## src/rtl/riscv_pkg.sv

```systemverilog
// Shared RV32I encoding constants, request kind / ALU codes and error causes.
// The instruction decoder uses the same definitions.
package riscv_pkg;

    localparam logic [2:0] KIND_LW   = 3'd0;
    localparam logic [2:0] KIND_SW   = 3'd1;
    localparam logic [2:0] KIND_R    = 3'd2;
    localparam logic [2:0] KIND_BEQ  = 3'd3;
    localparam logic [2:0] KIND_IALU = 3'd4;
    localparam logic [2:0] KIND_JAL  = 3'd5;

    localparam logic [2:0] ALU_ADD = 3'b000;
    localparam logic [2:0] ALU_SUB = 3'b001;
    localparam logic [2:0] ALU_AND = 3'b010;
    localparam logic [2:0] ALU_OR  = 3'b011;
    localparam logic [2:0] ALU_SLT = 3'b101;

    localparam logic [6:0] OP_LOAD   = 7'b0000011;
    localparam logic [6:0] OP_STORE  = 7'b0100011;
    localparam logic [6:0] OP_BRANCH = 7'b1100011;
    localparam logic [6:0] OP_JAL    = 7'b1101111;
    localparam logic [6:0] OP_OP     = 7'b0110011;
    localparam logic [6:0] OP_OPIMM  = 7'b0010011;

    localparam logic [2:0] F3_ADD  = 3'b000;
    localparam logic [2:0] F3_SLT  = 3'b010;
    localparam logic [2:0] F3_OR   = 3'b110;
    localparam logic [2:0] F3_AND  = 3'b111;
    localparam logic [2:0] F3_WORD = 3'b010;
    localparam logic [2:0] F3_BEQ  = 3'b000;

    localparam logic [6:0] F7_ZERO = 7'b0000000;
    localparam logic [6:0] F7_SUB  = 7'b0100000;

    typedef enum logic [1:0] {
        ERR_NONE = 2'b00,
        ERR_KIND = 2'b01,
        ERR_ALU  = 2'b10,
        ERR_IMM  = 2'b11
    } err_e;

    function automatic logic imm_fits(input logic [31:0] imm, input int lo, input int hi);
        return ($signed(imm) >= lo) && ($signed(imm) <= hi);
    endfunction

endpackage

```

## src/rtl/instr_pack.sv

```systemverilog
// Combinational RV32I field packing and legality check for one request.
// Cause priority: bad kind, then bad ALU code, then immediate range.
module instr_pack
    import riscv_pkg::*;
(
    input  logic [2:0]  kind,
    input  logic [2:0]  alu,
    input  logic [4:0]  rd,
    input  logic [4:0]  rs1,
    input  logic [4:0]  rs2,
    input  logic [31:0] imm,
    output logic [31:0] word,
    output logic        illegal,
    output logic [1:0]  cause
);

    logic [2:0] f3;
    logic [6:0] f7;
    logic       alu_ok;
    logic       imm_ok;
    err_e       cause_e;

    always_comb begin
        f3     = F3_ADD;
        f7     = F7_ZERO;
        alu_ok = 1'b1;
        case (alu)
            ALU_ADD: f3 = F3_ADD;
            ALU_SUB: begin
                f7     = F7_SUB;
                alu_ok = (kind != KIND_IALU);
            end
            ALU_AND: f3 = F3_AND;
            ALU_OR:  f3 = F3_OR;
            ALU_SLT: f3 = F3_SLT;
            default: alu_ok = 1'b0;
        endcase
    end

    always_comb begin
        word   = '0;
        imm_ok = 1'b1;
        case (kind)
            KIND_LW: begin
                word   = {imm[11:0], rs1, F3_WORD, rd, OP_LOAD};
                imm_ok = imm_fits(imm, -2048, 2047);
            end
            KIND_SW: begin
                word   = {imm[11:5], rs2, rs1, F3_WORD, imm[4:0], OP_STORE};
                imm_ok = imm_fits(imm, -2048, 2047);
            end
            KIND_R: word = {f7, rs2, rs1, f3, rd, OP_OP};
            KIND_BEQ: begin
                word   = {imm[12], imm[10:5], rs2, rs1, F3_BEQ, imm[4:1], imm[11], OP_BRANCH};
                imm_ok = imm_fits(imm, -4096, 4094) && !imm[0];
            end
            KIND_IALU: begin
                word   = {imm[11:0], rs1, f3, rd, OP_OPIMM};
                imm_ok = imm_fits(imm, -2048, 2047);
            end
            KIND_JAL: begin
                word   = {imm[20], imm[10:1], imm[11], imm[19:12], rd, OP_JAL};
                imm_ok = imm_fits(imm, -1048576, 1048574) && !imm[0];
            end
            default: word = '0;
        endcase
    end

    always_comb begin
        cause_e = ERR_NONE;
        if (kind > KIND_JAL)
            cause_e = ERR_KIND;
        else if ((kind == KIND_R || kind == KIND_IALU) && !alu_ok)
            cause_e = ERR_ALU;
        else if (!imm_ok)
            cause_e = ERR_IMM;
    end

    assign cause   = cause_e;
    assign illegal = (cause_e != ERR_NONE);

endmodule

```

## src/rtl/instr_encoder.sv

```systemverilog
// Streams encoded RV32I words to instruction memory addresses through a single
// output register; tracks write pointer, emitted count and first error cause.
module instr_encoder
    import riscv_pkg::*;
(
    input  logic        clk,
    input  logic        rst_n,
    input  logic        in_valid,
    output logic        in_ready,
    input  logic [2:0]  in_kind,
    input  logic [2:0]  in_alu,
    input  logic [4:0]  in_rd,
    input  logic [4:0]  in_rs1,
    input  logic [4:0]  in_rs2,
    input  logic [31:0] in_imm,
    input  logic        base_load,
    input  logic [31:0] base_addr,
    output logic        out_valid,
    input  logic        out_ready,
    output logic [31:0] out_instr,
    output logic [31:0] out_addr,
    output logic        err,
    output logic [1:0]  err_code,
    output logic [15:0] count
);

    logic [31:0] word;
    logic        illegal;
    logic [1:0]  cause;
    logic [31:0] ptr;
    logic [31:0] ptr_use;
    logic        accept;
    logic        emit;

    instr_pack u_pack (
        .kind    (in_kind),
        .alu     (in_alu),
        .rd      (in_rd),
        .rs1     (in_rs1),
        .rs2     (in_rs2),
        .imm     (in_imm),
        .word    (word),
        .illegal (illegal),
        .cause   (cause)
    );

    assign in_ready = !out_valid || out_ready;
    assign accept   = in_valid && in_ready;
    assign emit     = accept && !illegal;
    // A base load in the same cycle as an accept places that word at base_addr.
    assign ptr_use  = base_load ? base_addr : ptr;

    always_ff @(posedge clk or negedge rst_n) begin
        if (!rst_n) begin
            out_valid <= 1'b0;
            out_instr <= '0;
            out_addr  <= '0;
            ptr       <= '0;
            err       <= 1'b0;
            err_code  <= ERR_NONE;
            count     <= '0;
        end else begin
            if (emit) begin
                out_valid <= 1'b1;
                out_instr <= word;
                out_addr  <= ptr_use;
                ptr       <= ptr_use + 32'd4;
                if (count != 16'hFFFF)
                    count <= count + 16'd1;
            end else begin
                if (base_load)
                    ptr <= base_addr;
                if (out_ready)
                    out_valid <= 1'b0;
            end
            if (accept && illegal) begin
                err <= 1'b1;
                if (!err)
                    err_code <= cause;
            end
        end
    end

endmodule

```

## config.mk

```make
export PLATFORM = sky130hd
export DESIGN_NAME = instr_encoder
export DESIGN_NICKNAME = d
export VERILOG_FILES = /design/src/rtl/riscv_pkg.sv /design/src/rtl/instr_pack.sv /design/src/rtl/instr_encoder.sv
export SDC_FILE = /design/constraint.sdc
export NUM_CORES = 1
export LEC_CHECK = 0
export ABC_AREA = 1
export BUFFER_PORTS_ARGS = -buffer_cell sky130_fd_sc_hd__buf_2
export CAP_MARGIN = 10
export CORE_MARGIN = 2
export CORE_UTILIZATION = 54
export DETAILED_ROUTE_END_ITERATION = 10
export PLACE_DENSITY = 0.91
export SKIP_CTS_REPAIR_TIMING = 1
export SLEW_MARGIN = 20
export SYNTH_ARGS = -nofsm -noshare
export SYNTH_HDL_FRONTEND = slang
export SYNTH_SLANG_ARGS = --single-unit
```

## constraint.sdc

```tcl
create_clock -name clk -period 2.1 [get_ports clk]
set_input_delay 0.21 -clock clk [delete_from_list [all_inputs] [get_ports clk]]
set_output_delay 0.21 -clock clk [all_outputs]
set_load 0.01 [all_outputs]
```

==> reports/metrics.csv, run 1 <==
metric;value;unit
crit_path_max_incr_delay;0.37;ns
fin_area;8660;um2
rows;40;
worst-path-buf-inv;3;
finish.utilization;0.721;
grt_max_degree;101;
die_w;115;um
synth-simple-area-share;0.309;
critPathMaxFanout;4;
grt_pass1_vias;6655;
top_layer;met4;
placed_area;8070;um2
synth_fp_nets;1006;
min_path_type;input pin to flip-flop;
antenna_found_initial;0;
die_h;115;um
drive_gt1_frac;0.260;
syn_area;6670;um2
gp_congestion;0.939;
cp-start-kind;flip-flop;
syn-instance-count;914;
max-cap-violations;0;
final_common_cell;nand2_1;
timing.fmax;522;MHz
synth.distinct_cells;40;
initial_core_util;0.555;
route.met3.wl;1500;um
skew;0.00761;ns
clockBufferDepth;2;
ioPinCount;175;
layout_common_cells;313 x nand2_1, 173 x buf_2, 114 x dfrtp_1;
nNetsFinal;1236;
slew_viol_final;0;
io_buffers;174;
leakagePower;4.53;nW
synth_edf_count;0;
avgRoutedWirePerCell;14.6;um
powerDensity;870;nW/um2
dieArea;13300;um2
synthXorXnorAreaFrac;0.0539;
via_per_inst;5.36;
cp_common_cell;nand2_1;
antenna_left;0;
vias;6984;
async_flop_share;1.00;
worstPathCellList;o21ai_1 > inv_1 > ha_1 > nand2_1 > inv_2 > nand3_1 > nor2_1 > buf_4 > xnor2_1 > nand2_1 > o21ai_0;
grt_use_total;0.299;
diodes;0;
firstDrtPassIters;7;
clkTransAtPathRegs;0.05;ns
arrival;2.18;ns
fin_crit_sh;0.913;
syn2layout_area_growth;29.8;%
finalSetupTns;0;ns
drc_errors;0;
core_area;12000;um2
cts_num_sinks;114;
synth-seq-cells;114;
tightestPinTransition;0.553;ns
wl_met1;7450;um
ys.flop_type;dfrtp_1;
cts_max_level;4;
max_slew_margin;0.628;
drtIter0Drc;554;
end_kind;flip-flop;
grt_pass1_wl;30700;um
routed-wl-met2;9500;um
cts_tree;built;
status;finished, final reports clean;
timing.final.hold_violations;0;
crit_type;flip-flop to flip-flop;
clockRootBuffer;clkbuf_16;
synth_top_family_by_area;simple AND/OR/NAND/NOR gates;
clk-insertion-delay-late;0.41;ns
critical-path-top-delay-family;simple AND/OR/NAND/NOR gates;
avgSynthCellArea;7.30;um2
dpl.hpwl;13900;um
wl;19000;um
synthMuxAreaShare;0.0111;
grt-ovfl-total;0;
vdd_ir_drop_max;0.460;mV
cp.required;2.36;ns
cts_made_buffers;17;
period_minus_slack;1.92;ns
synth_warnings;0;
setup_violations;0;
synth_compound_gate_area_share;0.106;
slowest_stage;dfrtp_1;
hold_ws;0.0645;ns
synth-adder-area-share;0.00375;
ys_seq_area_frac;0.428;
rsz0062_at_grt;false;
==> synth_stat cells (2+ instances only) <==
| cell type | n | area share |
|---|---|---|
| nand2_1 | 313 | 0.18 |
| dfrtp_1 | 114 | 0.43 |
| nor2_1 | 94 | 0.053 |
| o21ai_0 | 86 | 0.065 |
| inv_1 | 84 | 0.047 |
| nand4_1 | 30 | 0.028 |
| nand3_1 | 29 | 0.022 |
| xor2_1 | 25 | 0.033 |
| o21ai_1 | 18 | 0.014 |
| xnor2_1 | 16 | 0.021 |
| nor3_1 | 14 | 0.011 |
| buf_6 | 10 | 0.017 |
| o21ai_2 | 10 | 0.013 |
| buf_4 | 9 | 0.010 |
| inv_2 | 8 | 0.0045 |
| buf_2 | 6 | 0.0045 |
| a21oi_1 | 5 | 0.0038 |
| clkbuf_1 | 5 | 0.0028 |
| mux2i_1 | 4 | 0.0060 |
| nor4_1 | 4 | 0.0038 |
| mux2_2 | 3 | 0.0051 |
| nor3_2 | 3 | 0.0045 |
| a221oi_1 | 2 | 0.0026 |
| clkbuf_2 | 2 | 0.0015 |
| ha_1 | 2 | 0.0038 |
| nand3_2 | 2 | 0.0030 |
| nor3b_1 | 2 | 0.0023 |
| or2_2 | 2 | 0.0019 |
==> cell families after synthesis <==
logic type | after synthesis
AND/OR/NAND/NOR | 497
AO/OA/AOI/OAI | 128
buffers and inverters | 125
flip-flops | 114
XOR/XNOR | 41
multiplexers | 7
adder cells (fa/ha/maj) | 2
==> worst register-to-register path: stages, from the launching register on <==
cell     delay [ns]
dfrtp_1        0.37
o21ai_1        0.29
inv_1          0.09
ha_1           0.20
nand2_1        0.13
inv_2          0.05
nand3_1        0.13
nor2_1         0.10
buf_4          0.15
xnor2_1        0.11
nand2_1        0.08
o21ai_0        0.09
==> worst paths after layout <==
kind / endpoint / slack [ns] / start / depth (start not counted)
worst max-delay path: ptr[10] / 0.18 / ptr[3] / 11
worst min-delay path: ptr[1] / 0.06 / base_addr[1] / 2
worst max register to register: ptr[10] / 0.18 / ptr[3] / 11
worst min register to register: out_instr[17] / 0.47 / out_instr[17] / 2
max in group asynchronous: out_instr[7] / 1.06 / rst_n / 3
min in group asynchronous: out_addr[3] / 0.24 / rst_n / 2
==> flip-flops by register name (all words and copies together) (netlist names) <==
name,count
count,16
out_instr,30
out_valid,1
err,1
ptr,32
err_code,2
out_addr,32
==> report_power, final <==
| group | internal (mW) | switching [mW] | total [mW] |
|---|---|---|---|
| sequential | 2.62 | 0.240 | 2.86 |
| combinational | 0.768 | 1.08 | 1.85 |
| clock | 1.88 | 0.947 | 2.83 |
==> layout make-up <==
| class | instances | area, um2 |
|---|---|---|
| Fill cell | 935 | 3350 |
| Multi-Input combinational cell | 675 | 3230 |
| Sequential cell | 114 | 2850 |
| Timing Repair Buffer | 243 | 1460 |
| Clock buffer | 25 | 505 |
| Inverter | 93 | 349 |
| Tap cell | 147 | 184 |
| Clock inverter | 5 | 75.1 |
==> metal layers <==
layer | vias up | GRT usage
met5 | - | 0
met4 | 0 | 0.121
met3 | 59 | 0.0843
met2 | 337 | 0.521
met1 | 3208 | 0.348
li1 | 3380 | -
==> through the flow <==
step,power (mW),worst slack (ns),std cells
finish,7.53,0.183,1302
global route,7.95,0.0528,1302
CTS,7.57,0.190,1301
detailed placement,4.71,0.0234,1271
global placement,4.64,0.0573,1271
floorplan,3.84,0.131,914
Note: power is estimated with default switching activity, not from simulation.
==> run 2: changes to the inputs <==
--- a/config.mk
+++ b/config.mk
@@ -5,13 +5,13 @@
 export SDC_FILE = /design/constraint.sdc
 export NUM_CORES = 1
 export LEC_CHECK = 0
-export ABC_AREA = 1
 export BUFFER_PORTS_ARGS = -buffer_cell sky130_fd_sc_hd__buf_2
 export CAP_MARGIN = 10
+export CORE_ASPECT_RATIO = 0.6
 export CORE_MARGIN = 2
-export CORE_UTILIZATION = 54
+export CORE_UTILIZATION = 52
 export DETAILED_ROUTE_END_ITERATION = 10
-export PLACE_DENSITY = 0.91
+export PLACE_DENSITY = 0.9
 export SKIP_CTS_REPAIR_TIMING = 1
 export SLEW_MARGIN = 20
 export SYNTH_ARGS = -nofsm -noshare
==> reports/metrics.csv, run 2 <==
metric;value;unit
status;complete, but fails checks;
violations;negative setup slack;
hold_ws;0.0400;ns
clkTransAtPathRegs;0.06;ns
synth_area_leader_cell;dfrtp_1;
synth_top_cells_by_area;dfrtp_1 49%, nand2_1 6.0%, xnor2_1 5.5%;
placed_area;7690;um2
crit_path_max_incr_delay;0.53;ns
core_area;10800;um2
r2r_cells;8;
syn-instance-count;600;
p_int;5.07;mW
min_from;in_imm[5];
vdd_ir_drop_max;0.764;mV
crit_type;flip-flop to flip-flop;
top_regs;out_addr x32, ptr x32, out_instr x30;
dpl.hpwl;13500;um
fin_crit_sh;1.13;
synth.distinct_cells;60;
nNetsFinal;977;
tightestPinTransition;0.616;ns
cts_num_sinks;114;
wl;21400;um
ys.flop_type;dfrtp_1;
slowest_stage;or4b_4;
seqPwrFrac;0.383;
die_h;86.3;um
clkPwrFrac;0.364;
netlist.area_leader.share;0.486;
rsz0062_at_grt;true;
leakagePower;4.27;nW
cp-start-kind;flip-flop;
min_path_cells;3;
holdPathEnd;out_instr[25];
clockRootBuffer;clkbuf_16;
synth_edf_count;0;
setup_violations;23;
cts_tree;built;
fin_area;8900;um2
p_sw_frac;0.320;
clk-insertion-delay-late;0.41;ns
power_switching;2.39;mW
worstPathCellList;nor2b_4 > and4_4 > o2111ai_2 > or4b_4 > nand4b_4 > nor3_4 > nor3b_4 > xnor2_2;
synth-seq-cells;114;
grt-ovfl-total;0;
firstDrtPassIters;5;
slew_viol_final;0;
drive_gt1_frac;0.448;
synth_commonest_cells;114 x dfrtp_1, 93 x nand2_1, 45 x o21ai_0;
r2r-end;ptr[31];
syn2layout_area_growth;51.8;%
cts_max_level;4;
cp.required;2.44;ns
powerDensity;839;nW/um2
rrSetupSlack;-0.28;ns
final_common_cell;buf_2;
yosysMostFrequentCell;dfrtp_1;
layout_common_cells;167 x buf_2, 114 x dfrtp_1, 100 x buf_4;
initial_core_util;0.544;
grt_pass1_wl;28900;um
drtIter0Drc;586;
max-cap-violations;0;
max_slew_margin;0.589;
critPathMaxFanout;3;
drc_errors;0;
r2r_start;ptr[18];
rows;29;
skew;0.00716;ns
via_per_inst;5.97;
avgSynthCellArea;9.77;um2
syn_area;5860;um2
grt_max_degree;115;
grt_pass1_vias;5767;
arrival;2.71;ns
async_flop_share;1.00;
gp_congestion;0.938;
io_buffers;174;
vias;6194;
period_minus_slack;2.38;ns
diodes;0;
end_kind;flip-flop;
timing.fmax;421;MHz
ys_seq_area_frac;0.486;
synth_fp_nets;692;
antenna_found_initial;0;
dieArea;12200;um2
min_path_type;input pin to flip-flop;
power_frac_comb;0.253;
antenna_left;0;
synth_warnings;0;
clockBufferDepth;2;
die_w;141;um
avgRoutedWirePerCell;20.6;um
final.setup.worst_slack;-0.275;ns
ioPinCount;175;
timing.final.hold_violations;0;
grt_use_total;0.304;
cts_made_buffers;17;
==> run 2: worst max-delay path: cells and delay by family, from the launching register on <==
family | cells | cell delay, ns
flops | 1 | 0.37
compound gates | 1 | 0.14
xor+xnor | 1 | 0.14
simple gates | 6 | 1.66
==> run 2: power groups by stage <==
stage / Clock (mW) / Combinational [mW] / Sequential, mW
after global placement: 0 / 1.64 / 2.84
after detailed placement: 0 / 1.70 / 2.87
after floorplan: 0 / 0.645 / 3.02
after CTS: 2.72 / 1.72 / 2.84
after global routing: 2.83 / 2.04 / 2.90
final: 2.72 / 1.89 / 2.86
==> run 2: area by class of cell <==
type                    count  area, um2
multi-input cells         448       3260
well taps                 139        174
clock buffers              19        443
fillers                   608       1880
flip-flops and latches    114       2850
clock inverters            13        113
repair buffers            296       2030
inverters                   8       30.0
==> run 2: per-stage QoR <==
stage / setup WS, ns / std cells / util / total power, mW / setup TNS (ns)
final: -0.275 / 1037 / 0.826 / 7.46 / -1.83
after global placement: -0.441 / 984 / 0.714 / 4.48 / -37.72
after floorplan: -0.174 / 600 / - / 3.66 / -6.51
after global routing: -0.316 / 1037 / 0.826 / 7.76 / -7.40
after CTS: -0.181 / 1016 / 0.765 / 7.28 / -3.68
after detailed placement: -0.555 / 984 / 0.714 / 4.57 / -45.74
==> run 2: metal layers <==
metal	vias to the layer above	part of all wire	wire, um	global-route usage
met2	413	0.46	9770	0.481
met4	0	0.040	853	0.0855
li1	2702	-	-	-
met1	2991	0.41	8800	0.421
met5	-	0	0	0
met3	88	0.092	1970	0.0773
==> run 2: cell families (layout without fill, tap and decap cells) <==
group           count (synthesis)  in the layout  synth area share
compound gates                105            105             0.114
xor+xnor                       48             48            0.0717
fa+ha+maj                       2              2           0.00427
buf+inv                        39            336            0.0363
flops                         114            114             0.486
mux                            35             35            0.0608
simple gates                  257            258             0.226
==> run 2: how the worst max path moves through the flow <==
| stage | startpoint | endpoint | slack (ns) |
|---|---|---|---|
| CTS | ptr[18] | ptr[31] | -0.18 |
| global route | ptr[18] | ptr[31] | -0.32 |
| global placement | in_imm[20] | ptr[30] | -0.44 |
| detailed placement | in_imm[26] | ptr[25] | -0.55 |
| finish | ptr[18] | ptr[31] | -0.28 |
| floorplan | in_imm[26] | ptr[19] | -0.17 |
